### config.mk
export PLATFORM = sky130hd
export DESIGN_NAME = pixel_stream_tx_flat
export DESIGN_NICKNAME = d
export VERILOG_FILES = /design/src/rtl/pixel_stream_tx_if.sv /design/src/rtl/pixel_stream_tx.sv /design/src/flat_wrapper.sv
export SDC_FILE = /design/constraint.sdc
export NUM_CORES = 1
export LEC_CHECK = 0
export CAP_MARGIN = 25
export CORE_ASPECT_RATIO = 1.1
export CORE_MARGIN = 4
export CORE_UTILIZATION = 30
export DETAILED_ROUTE_END_ITERATION = 8
export HOLD_SLACK_MARGIN = 0.03
export PLACE_DENSITY = 0.49
export SYNTH_ARGS = -nofsm -noshare
export SYNTH_HDL_FRONTEND = slang
export SYNTH_SLANG_ARGS = --single-unit
### constraint.sdc
create_clock -name clk -period 3.9 [get_ports clk]
set_input_delay 0.39 -clock clk [delete_from_list [all_inputs] [get_ports clk]]
set_output_delay 0.39 -clock clk [all_outputs]
set_load 0.05 [all_outputs]
### src/rtl/pixel_stream_tx_if.sv
// Grayscale pixel-stream bundle: upstream valid/ready beat plus the
// pixel/edge/valid/position stream toward the 3x3 window line buffer.
`timescale 1ns/1ps
interface pixel_stream_tx_if #(
  parameter int unsigned DATA_WIDTH   = 12,
  parameter int unsigned PIXEL_LENGTH = 640,
  parameter int unsigned FRAME_ROWS   = 480,
  parameter int unsigned FLUSH_ROWS   = 1
);
  localparam int unsigned COL_W = (PIXEL_LENGTH > 1) ? $clog2(PIXEL_LENGTH) : 1;
  localparam int unsigned ROW_W = ((FRAME_ROWS + FLUSH_ROWS) > 1) ?
                                  $clog2(FRAME_ROWS + FLUSH_ROWS) : 1;

  logic [DATA_WIDTH-1:0] in_pixel;
  logic                  in_valid;
  logic                  in_sof;
  logic                  in_ready;

  logic [DATA_WIDTH-1:0] pixel_out;
  logic                  pixel_edge;
  logic                  pixel_valid;
  logic [COL_W-1:0]      col;
  logic [ROW_W-1:0]      row;

  // Environment side: upstream source and line-buffer sink
  modport master (
    output in_pixel, in_valid, in_sof,
    input  in_ready, pixel_out, pixel_edge, pixel_valid, col, row
  );

  // Transmitter side
  modport slave (
    input  in_pixel, in_valid, in_sof,
    output in_ready, pixel_out, pixel_edge, pixel_valid, col, row
  );
endinterface

### src/rtl/pixel_stream_tx.sv
// Pixel-stream transmitter: tracks raster position of accepted gray pixels,
// re-emits them one cycle later and appends zero flush rows at end of frame.
`timescale 1ns/1ps
module pixel_stream_tx #(
  parameter int unsigned DATA_WIDTH   = 12,
  parameter int unsigned PIXEL_LENGTH = 640,
  parameter int unsigned FRAME_ROWS   = 480,
  parameter int unsigned FLUSH_ROWS   = 1
) (
  input  logic              clk,
  input  logic              rst,
  pixel_stream_tx_if.slave  bus,
  output logic              busy,
  output logic              frame_done,
  output logic              resync_err
);
  localparam int unsigned COL_W = (PIXEL_LENGTH > 1) ? $clog2(PIXEL_LENGTH) : 1;
  localparam int unsigned ROW_W = ((FRAME_ROWS + FLUSH_ROWS) > 1) ?
                                  $clog2(FRAME_ROWS + FLUSH_ROWS) : 1;

  localparam logic [COL_W-1:0] LAST_COL       = COL_W'(PIXEL_LENGTH - 1);
  localparam logic [ROW_W-1:0] LAST_IMG_ROW   = ROW_W'(FRAME_ROWS - 1);
  localparam logic [ROW_W-1:0] LAST_FLUSH_ROW = ROW_W'(FRAME_ROWS + FLUSH_ROWS - 1);
  localparam logic [ROW_W-1:0] FLUSH_ROW0     = ROW_W'(FRAME_ROWS);

  typedef enum logic [1:0] {
    S_IDLE   = 2'd0,
    S_STREAM = 2'd1,
    S_FLUSH  = 2'd2,
    S_DONE   = 2'd3
  } state_t;

  state_t                r_state,     w_state_nxt;
  logic [COL_W-1:0]      r_col_pos,   w_col_pos_nxt;
  logic [ROW_W-1:0]      r_row_pos,   w_row_pos_nxt;
  logic [DATA_WIDTH-1:0] r_pixel,     w_pixel_nxt;
  logic                  r_edge,      w_edge_nxt;
  logic                  r_valid,     w_valid_nxt;
  logic [COL_W-1:0]      r_col,       w_col_nxt;
  logic [ROW_W-1:0]      r_row,       w_row_nxt;
  logic                  r_done,      w_done_nxt;
  logic                  r_resync,    w_resync_nxt;
  logic                  r_in_ready;
  logic                  r_busy;

  logic                  w_accept;
  logic                  w_take;
  logic [COL_W-1:0]      w_emit_col;
  logic [ROW_W-1:0]      w_emit_row;
  logic                  w_at_last_col;
  logic                  w_at_last_img;
  logic                  w_at_last_flush;
  logic                  w_emit_edge;
  logic [COL_W-1:0]      w_adv_col;
  logic [ROW_W-1:0]      w_adv_row;

  // A sof beat is always placed at (0,0), whatever the running position is
  assign w_accept        = bus.in_valid & r_in_ready;
  assign w_take          = w_accept & (bus.in_sof | (r_state == S_STREAM));
  assign w_emit_col      = (w_accept && bus.in_sof) ? '0 : r_col_pos;
  assign w_emit_row      = (w_accept && bus.in_sof) ? '0 : r_row_pos;
  assign w_at_last_col   = (w_emit_col == LAST_COL);
  assign w_at_last_img   = w_at_last_col && (w_emit_row == LAST_IMG_ROW);
  assign w_at_last_flush = w_at_last_col && (w_emit_row == LAST_FLUSH_ROW);
  assign w_emit_edge     = (w_emit_col == '0) | w_at_last_col;
  assign w_adv_col       = w_at_last_col ? '0 : w_emit_col + COL_W'(1);
  assign w_adv_row       = w_at_last_col ? w_emit_row + ROW_W'(1) : w_emit_row;

  // Next-state and next-output decode
  always_comb begin
    w_state_nxt   = r_state;
    w_col_pos_nxt = r_col_pos;
    w_row_pos_nxt = r_row_pos;
    w_pixel_nxt   = r_pixel;
    w_edge_nxt    = r_edge;
    w_valid_nxt   = 1'b0;
    w_col_nxt     = r_col;
    w_row_nxt     = r_row;
    w_done_nxt    = 1'b0;
    w_resync_nxt  = 1'b0;

    case (r_state)
      S_DONE: begin
        w_done_nxt  = 1'b1;
        w_state_nxt = S_IDLE;
      end
      S_FLUSH: begin
        w_pixel_nxt = '0;
        w_valid_nxt = 1'b1;
        w_edge_nxt  = w_emit_edge;
        w_col_nxt   = w_emit_col;
        w_row_nxt   = w_emit_row;
        if (w_at_last_flush) begin
          w_state_nxt   = S_DONE;
          w_col_pos_nxt = '0;
          w_row_pos_nxt = '0;
        end else begin
          w_col_pos_nxt = w_adv_col;
          w_row_pos_nxt = w_adv_row;
        end
      end
      S_IDLE, S_STREAM: ;
      default: w_state_nxt = S_IDLE;
    endcase

    // Image beat: emitted at its position; sof inside STREAM restarts the frame
    if (w_take) begin
      w_pixel_nxt  = bus.in_pixel;
      w_valid_nxt  = 1'b1;
      w_edge_nxt   = w_emit_edge;
      w_col_nxt    = w_emit_col;
      w_row_nxt    = w_emit_row;
      w_resync_nxt = bus.in_sof && (r_state == S_STREAM);
      if (w_at_last_img) begin
        w_state_nxt   = (FLUSH_ROWS > 0) ? S_FLUSH : S_DONE;
        w_col_pos_nxt = '0;
        w_row_pos_nxt = (FLUSH_ROWS > 0) ? FLUSH_ROW0 : '0;
      end else begin
        w_state_nxt   = S_STREAM;
        w_col_pos_nxt = w_adv_col;
        w_row_pos_nxt = w_adv_row;
      end
    end
  end

  // State, position and output registers
  always_ff @(posedge clk or negedge rst) begin
    if (!rst) begin
      r_state    <= S_IDLE;
      r_col_pos  <= '0;
      r_row_pos  <= '0;
      r_pixel    <= '0;
      r_edge     <= 1'b0;
      r_valid    <= 1'b0;
      r_col      <= '0;
      r_row      <= '0;
      r_done     <= 1'b0;
      r_resync   <= 1'b0;
      r_in_ready <= 1'b1;
      r_busy     <= 1'b0;
    end else begin
      r_state    <= w_state_nxt;
      r_col_pos  <= w_col_pos_nxt;
      r_row_pos  <= w_row_pos_nxt;
      r_pixel    <= w_pixel_nxt;
      r_edge     <= w_edge_nxt;
      r_valid    <= w_valid_nxt;
      r_col      <= w_col_nxt;
      r_row      <= w_row_nxt;
      r_done     <= w_done_nxt;
      r_resync   <= w_resync_nxt;
      r_in_ready <= (w_state_nxt != S_FLUSH);
      r_busy     <= (w_state_nxt != S_IDLE);
    end
  end

  assign bus.in_ready    = r_in_ready;
  assign bus.pixel_out   = r_pixel;
  assign bus.pixel_edge  = r_edge;
  assign bus.pixel_valid = r_valid;
  assign bus.col         = r_col;
  assign bus.row         = r_row;
  assign busy            = r_busy;
  assign frame_done      = r_done;
  assign resync_err      = r_resync;
endmodule

### src/flat_wrapper.sv
// flat-port wrapper written by rule: the top's interface ports become plain ports
module pixel_stream_tx_flat 
#(
  parameter int unsigned DATA_WIDTH   = 12,
  parameter int unsigned PIXEL_LENGTH = 640,
  parameter int unsigned FRAME_ROWS   = 480,
  parameter int unsigned FLUSH_ROWS   = 1
)
  (clk, rst, busy, frame_done, resync_err, bus_in_pixel, bus_in_valid, bus_in_sof, bus_in_ready, bus_pixel_out, bus_pixel_edge, bus_pixel_valid, bus_col, bus_row);
  pixel_stream_tx_if #(.DATA_WIDTH(DATA_WIDTH), .PIXEL_LENGTH(PIXEL_LENGTH), .FRAME_ROWS(FRAME_ROWS), .FLUSH_ROWS(FLUSH_ROWS)) bus_i ();
  input  logic clk;
  input  logic rst;
  output logic busy;
  output logic frame_done;
  output logic resync_err;
  input wire logic [$bits(bus_i.in_pixel)-1:0] bus_in_pixel;
  input wire logic [$bits(bus_i.in_valid)-1:0] bus_in_valid;
  input wire logic [$bits(bus_i.in_sof)-1:0] bus_in_sof;
  output wire logic [$bits(bus_i.in_ready)-1:0] bus_in_ready;
  output wire logic [$bits(bus_i.pixel_out)-1:0] bus_pixel_out;
  output wire logic [$bits(bus_i.pixel_edge)-1:0] bus_pixel_edge;
  output wire logic [$bits(bus_i.pixel_valid)-1:0] bus_pixel_valid;
  output wire logic [$bits(bus_i.col)-1:0] bus_col;
  output wire logic [$bits(bus_i.row)-1:0] bus_row;
  assign bus_i.in_pixel = bus_in_pixel;
  assign bus_i.in_valid = bus_in_valid;
  assign bus_i.in_sof = bus_in_sof;
  assign bus_in_ready = bus_i.in_ready;
  assign bus_pixel_out = bus_i.pixel_out;
  assign bus_pixel_edge = bus_i.pixel_edge;
  assign bus_pixel_valid = bus_i.pixel_valid;
  assign bus_col = bus_i.col;
  assign bus_row = bus_i.row;
  pixel_stream_tx #(.DATA_WIDTH(DATA_WIDTH), .PIXEL_LENGTH(PIXEL_LENGTH), .FRAME_ROWS(FRAME_ROWS), .FLUSH_ROWS(FLUSH_ROWS)) u_core (.clk(clk), .rst(rst), .bus(bus_i), .busy(busy), .frame_done(frame_done), .resync_err(resync_err));
endmodule
==> impl_metrics.toml, run 1 <==
[sta]
timing.fmax_mhz = 359
tns_ps = 0
period_needed_ps = 2790
worst_pin_slew_ps = 648
finalWorstSetupSlack_ps = 1110
setup_viol = 0
skew_ps = 11.9
hold_viol = 0
min_period_over_period_pct = 71.5
slew_viol_final = 0
rsz0062_at_grt = "no"
slew_headroom_pct = 56.2

[cts]
clk_path_buf_depth = 2
path_clk_slew_ps = 60
clk_latency_ps = 340
ctsHoldBuffers = 0
cts.repair.resized = 0
cts-root-buf = "clkbuf_8"
htreeDepth = 3
cts.sinks = 58
cts_setup_buffers = 0
cts-buffers-inserted = 9
tritoncts = "built"

[floorplanning]
io_pins = 53
core_area_mm2 = 0.00892
fp-row-count = 36
start_util_pct = 30.8
die_x_um = 99.2
fp.dieH_um = 108
dieArea_mm2 = 0.0108

[final_layout]
final_cell_mix = "80 x nand2_1, 57 x dfrtp_1, 51 x clkdlybuf4s50_1"
layout.nets = 383
diodes = 0
final_core_util_pct = 40.0
area_delta_synth_final_pct = 29.8
fillers = 935
final_cell_area_mm2 = 0.00357
final_common_cell = "nand2_1"
layout-drive-gt1-share_pct = 7.36

[yosys]
yosys_warnings = 0
syn_nets = 330
synth.avg_cell_area_um2 = 8.86
async_flop_share_pct = 100
ys_ff_latch = 58
syn_inst = 310
synth_cell_type_count = 42
synth_ff_type = "dfrtp_1"
synth_edf_count = 0
ys_seq_area_share_pct = 52.9
syn_area_mm2 = 0.00275

[setup_path]
worst-path-buf-inv = 3
r2r-end = "u_core.r_state[0]$_DFF_PN0_"
crit_path_cell_trace = "clkdlybuf4s50_1 -> nand3_1 -> buf_4 -> nand2_1 -> inv_1 -> ha_1 -> nand4_1 -> nor4_1 -> a41oi_1 -> or3_1"
r2r_slack_ps = 1260
cpMaxStageDelayCell = "nor4_1"
cp-start-kind = "input pin"
path_depth = 10
slowest_delay_ps = 480
worst_r2r_startpoint = "u_core.bus.in_ready$_DFF_PN1_"
critical_path.top_delay_family = "simple AND/OR/NAND/NOR gates"
critical_path_required_ps = 4110
crit_type = "input pin to register"
arrival_ps = 3000
crit_path_end = "u_core.r_state[0]$_DFF_PN0_"
end_kind = "register"
critPathLaunch = "bus_in_valid"
cp_max_fo = 24
reg2reg_depth = 9

[detailed_routing]
vias_per_cell = 5.01
first_pass_iters = 4
wl_per_cell_um = 15.5
ant_nets = 0
drc = 0
drt_wl_total_um = 7480
vias = 2409
drtIter0Drc = 157

[grt]
grt_overflow = 0
grtUsageTotal_pct = 14.5
grt_max_degree = 59
antenna_found_initial = 0
grt_pass1_vias = 2367
grt_pass1_wl_um = 12200

[place]
port_buffers = 52
dpl_worst_slack_ps = 759
place_congestion = 0.856
dp_hpwl_um = 5150
dpl_cell_area_mm2 = 0.00340

[pwr]
p_per_area_mw_per_mm2 = 397
leakagePower_nw = 1.50
vdd_drop_max_uv = 147

[job]
maxCapViolCount = 0

[hold_path]
hold_class = "input pin to asynchronous set/reset pin"

[outcome]
status = "completed"
-- stage by stage --
stage / instances / total power [mW] / hold slack, ps
3_3_place_gp: 466 / 0.942 / 428
5_1_grt: 481 / 1.49 / 89.5
4_1_cts: 481 / 1.44 / 54.4
6_report: 481 / 1.42 / 36.7
3_5_place_dp: 466 / 0.945 / 422
2_1_floorplan: 310 / 0.832 / 94.4
-- sequential cells by signal (all words and copies together) (netlist names) --
register                flops
u_core.frame_done           1
u_core.busy                 1
u_core.bus.pixel_valid      1
u_core.r_state              2
u_core.bus.col             10
u_core.bus.in_ready         1
u_core.bus.pixel_edge       1
u_core.r_col_pos           10
u_core.resync_err           1
u_core.r_row_pos            9
u_core.bus.row              9
u_core.bus.pixel_out       12
-- Yosys cell counts, types with 3 or more instances --
cell type / count / share of area, %
o31ai_1: 6 / 1.6
or4_1: 5 / 1.4
nor3_1: 5 / 0.91
nand4_1: 6 / 1.4
and3_1: 3 / 0.68
nand2_1: 80 / 11
nand2b_1: 3 / 0.68
or3_1: 4 / 0.91
nand3_1: 24 / 4.4
dfrtp_1: 57 / 52
ha_1: 4 / 1.8
a21oi_1: 10 / 1.8
nor2_1: 10 / 1.4
a31oi_1: 3 / 0.68
inv_1: 9 / 1.2
o21ai_0: 36 / 6.6
clkbuf_1: 12 / 1.6
-- worst min path at each step --
stage,end,slack (ps),cells after the start
floorplan,u_core.bus.col[0]$_DFFE_PN0P_,90,0
global placement,u_core.frame_done$_DFF_PN0_,430,1
detailed placement,u_core.busy$_DFF_PN0_,420,1
CTS,u_core.busy$_DFF_PN0_,50,1
global route,u_core.bus.pixel_out[7]$_DFFE_PN0P_,90,1
finish,u_core.busy$_DFF_PN0_,40,1
-- routing by layer --
layer	wire [um]	track usage (%)	up-vias
met5	0	0	-
met4	92	6.93	0
met3	505	3.29	10
met2	3250	20.8	66
met1	3630	20.7	1137
li1	-	-	1196
-- power by group --
group / internal, mW / total [mW] / switching, mW
clock network: 0.258 / 0.487 / 0.229
logic: 0.0877 / 0.262 / 0.174
registers: 0.638 / 0.668 / 0.0300
total: 0.984 / 1.42 / 0.433
-- cells by family (layout without fill, tap and decap cells) --
kind of cell,Yosys count,count (layout),share of synthesized area [%]
adders and majority gates,4,4,1.82
AOI/OAI and AO/OA,69,69,14.9
buffers and inverters,25,82,3.51
and+or+nand+nor,154,154,26.9
DFF,58,58,52.9
-- area by class of cell --
class                           instances  area (um2)  share of cell area (%)
Tap cell                              114         143                    4.00
Timing Repair Buffer                   58         561                    15.7
Inverter                                9        33.8                   0.947
Clock buffer                           12         155                    4.35
Sequential cell                        58        1450                    40.7
Multi-Input combinational cell        227        1210                    33.8
Clock inverter                          3        15.0                   0.421
Power figures use the tool's default switching activity.
==> run 2: changes to the inputs <==
- clock period: 3.9 -> 2.89 ns (I/O delays scaled with it)
==> impl_metrics.toml, run 2 (same netlist as run 1, synthesis figures left out) <==
[grt]
grt_pass1_vias = 2551
grtUsageTotal_pct = 15.0
grt_pass1_wl_um = 12700
grt_overflow = 0
grt_max_degree = 59
antenna_found_initial = 0

[floorplanning]
fp-row-count = 36
core_area_mm2 = 0.00892
io_pins = 53
start_util_pct = 30.8
fp.dieH_um = 108
dieArea_mm2 = 0.0108
die_x_um = 99.2

[detailed_routing]
drt_wl_total_um = 7650
wl_per_cell_um = 15.5
drtIter0Drc = 80
drc = 0
ant_nets = 0
first_pass_iters = 4
vias = 2475
vias_per_cell = 5.00

[hold_path]
hold_class = "input pin to asynchronous set/reset pin"

[sta]
hold_viol = 0
slew_headroom_pct = 58.0
setup_viol = 0
worst_pin_slew_ps = 621
rsz0062_at_grt = "no"
skew_ps = 7.61
min_period_over_period_pct = 86.8
timing.fmax_mhz = 399
period_needed_ps = 2510
slew_viol_final = 0
tns_ps = 0

[cts]
clk_latency_ps = 340
cts.sinks = 58
cts-root-buf = "clkbuf_8"
clk_path_buf_depth = 2
cts_setup_buffers = 0
path_clk_slew_ps = 60
cts-buffers-inserted = 9
tritoncts = "built"
htreeDepth = 3

[final_layout]
layout-drive-gt1-share_pct = 9.97
fillers = 931
multi_input_area_mm2 = 0.00121
layout.nets = 396
largest_reg_flops = 12
diodes = 0
final_common_cell = "nand2_1"
final_cell_mix = "80 x nand2_1, 57 x dfrtp_1, 51 x clkdlybuf4s50_1"
area_delta_synth_final_pct = 34.9
seqCellArea_mm2 = 0.00145

[outcome]
status = "completed"

[setup_path]
arrival_ps = 2720
crit_type = "input pin to register"
r2r_slack_ps = 400
reg2reg_depth = 10
crit_path_cell_trace = "clkdlybuf4s50_1 -> nand3_1 -> nand2_1 -> inv_1 -> ha_1 -> nand3_1 -> nor4b_2 -> a41oi_1 -> or3_1"
critical_path_required_ps = 3100
cp-start-kind = "input pin"
r2r-end = "u_core.r_row_pos[5]$_DFFE_PN0P_"
worst_r2r_startpoint = "u_core.bus.in_ready$_DFF_PN1_"
end_kind = "register"
cp_max_fo = 9
slowest_delay_ps = 500
crit_top_cell = "nand3_1"
cpMaxStageDelayCell = "nor4b_2"

[place]
port_buffers = 52
dp_hpwl_um = 5390
place_congestion = 0.889

[pwr]
total_power_mw = 2.03
vdd_drop_max_uv = 182
p_per_area_mw_per_mm2 = 548
leakagePower_nw = 1.58

[job]
maxCapViolCount = 0
## run 2: cell count changes in the layout (fill, tap and decap cells not counted)
cell and delta:
clkbuf_1 +2, buf_4 +11, buf_12 +1, bufinv_16 +1, clkinv_2 -2, dlygate4sd3_1 +1
## run 2: per-layer routing
layer | GRT usage [%] | vias up | wire length [um]
met5 | 0 | - | 0
met4 | 7.22 | 0 | 159
met3 | 3.61 | 11 | 371
met2 | 23.1 | 55 | 3520
met1 | 19.9 | 1187 | 3600
li1 | - | 1222 | -
## run 2: layout make-up
cell class | instances | share of cell area [%]
flip-flops and latches | 58 | 39.2
multi-input cells | 227 | 32.5
repair buffers | 71 | 18.2
clock buffers | 14 | 4.39
well taps | 114 | 3.85
clock inverters | 2 | 0.945
inverters | 9 | 0.912
## run 2: worst max-delay path by stage
stage                                              from                         endpoint  depth (start not counted)
after detailed placement                     bus_in_sof      u_core.r_state[0]$_DFF_PN0_                          9
after global routing                         bus_in_sof  u_core.r_row_pos[2]$_DFFE_PN0P_                         10
after CTS                 u_core.bus.in_ready$_DFF_PN1_  u_core.r_row_pos[2]$_DFFE_PN0P_                         10
after floorplan           u_core.bus.in_ready$_DFF_PN1_  u_core.r_row_pos[7]$_DFFE_PN0P_                         10
after global placement                       bus_in_sof  u_core.r_row_pos[2]$_DFFE_PN0P_                         10
final                                        bus_in_sof      u_core.r_state[0]$_DFF_PN0_                          9
## run 2: stage by stage
| step | setup WS, ps | hold slack, ps | util [%] | std cells | instance area, um2 |
|---|---|---|---|---|---|
| 2_1_floorplan | 176 | -6.59 | - | 310 | 2750 |
| 3_3_place_gp | 135 | 456 | 39.0 | 477 | 3480 |
| 3_5_place_dp | 61.9 | 305 | 39.2 | 478 | 3500 |
| 4_1_cts | 381 | 467 | 41.6 | 495 | 3710 |
| 5_1_grt | 133 | 465 | 41.6 | 495 | 3710 |
| 6_report | 381 | 467 | 41.6 | 495 | 3710 |
## run 2: report_power, final
part           internal [mW]  switching [mW]  leakage, nW  total (mW)
sequential             0.861          0.0410        0.762       0.902
combinational          0.133           0.237        0.713       0.370
clock                  0.445           0.313        0.101       0.758
## run 2: worst max-delay path, delay by kind of cell
kind	cells	cell delay [ps]
buf+inv	2	530
simple gates	5	1480
compound gates	1	250
fa+ha+maj	1	160
## run 2: timing repair
item / CTS / global route
gates resized for setup: 0 / 0
hold endpoints to repair: 19 / 0
hold buffers: 1 / 0
==> run 3: changes to the inputs <==
- SKIP_LAST_GASP: default -> 1
==> results of run 3 <==
No change in the layout: final DEF, timing and power equal those of run 2.
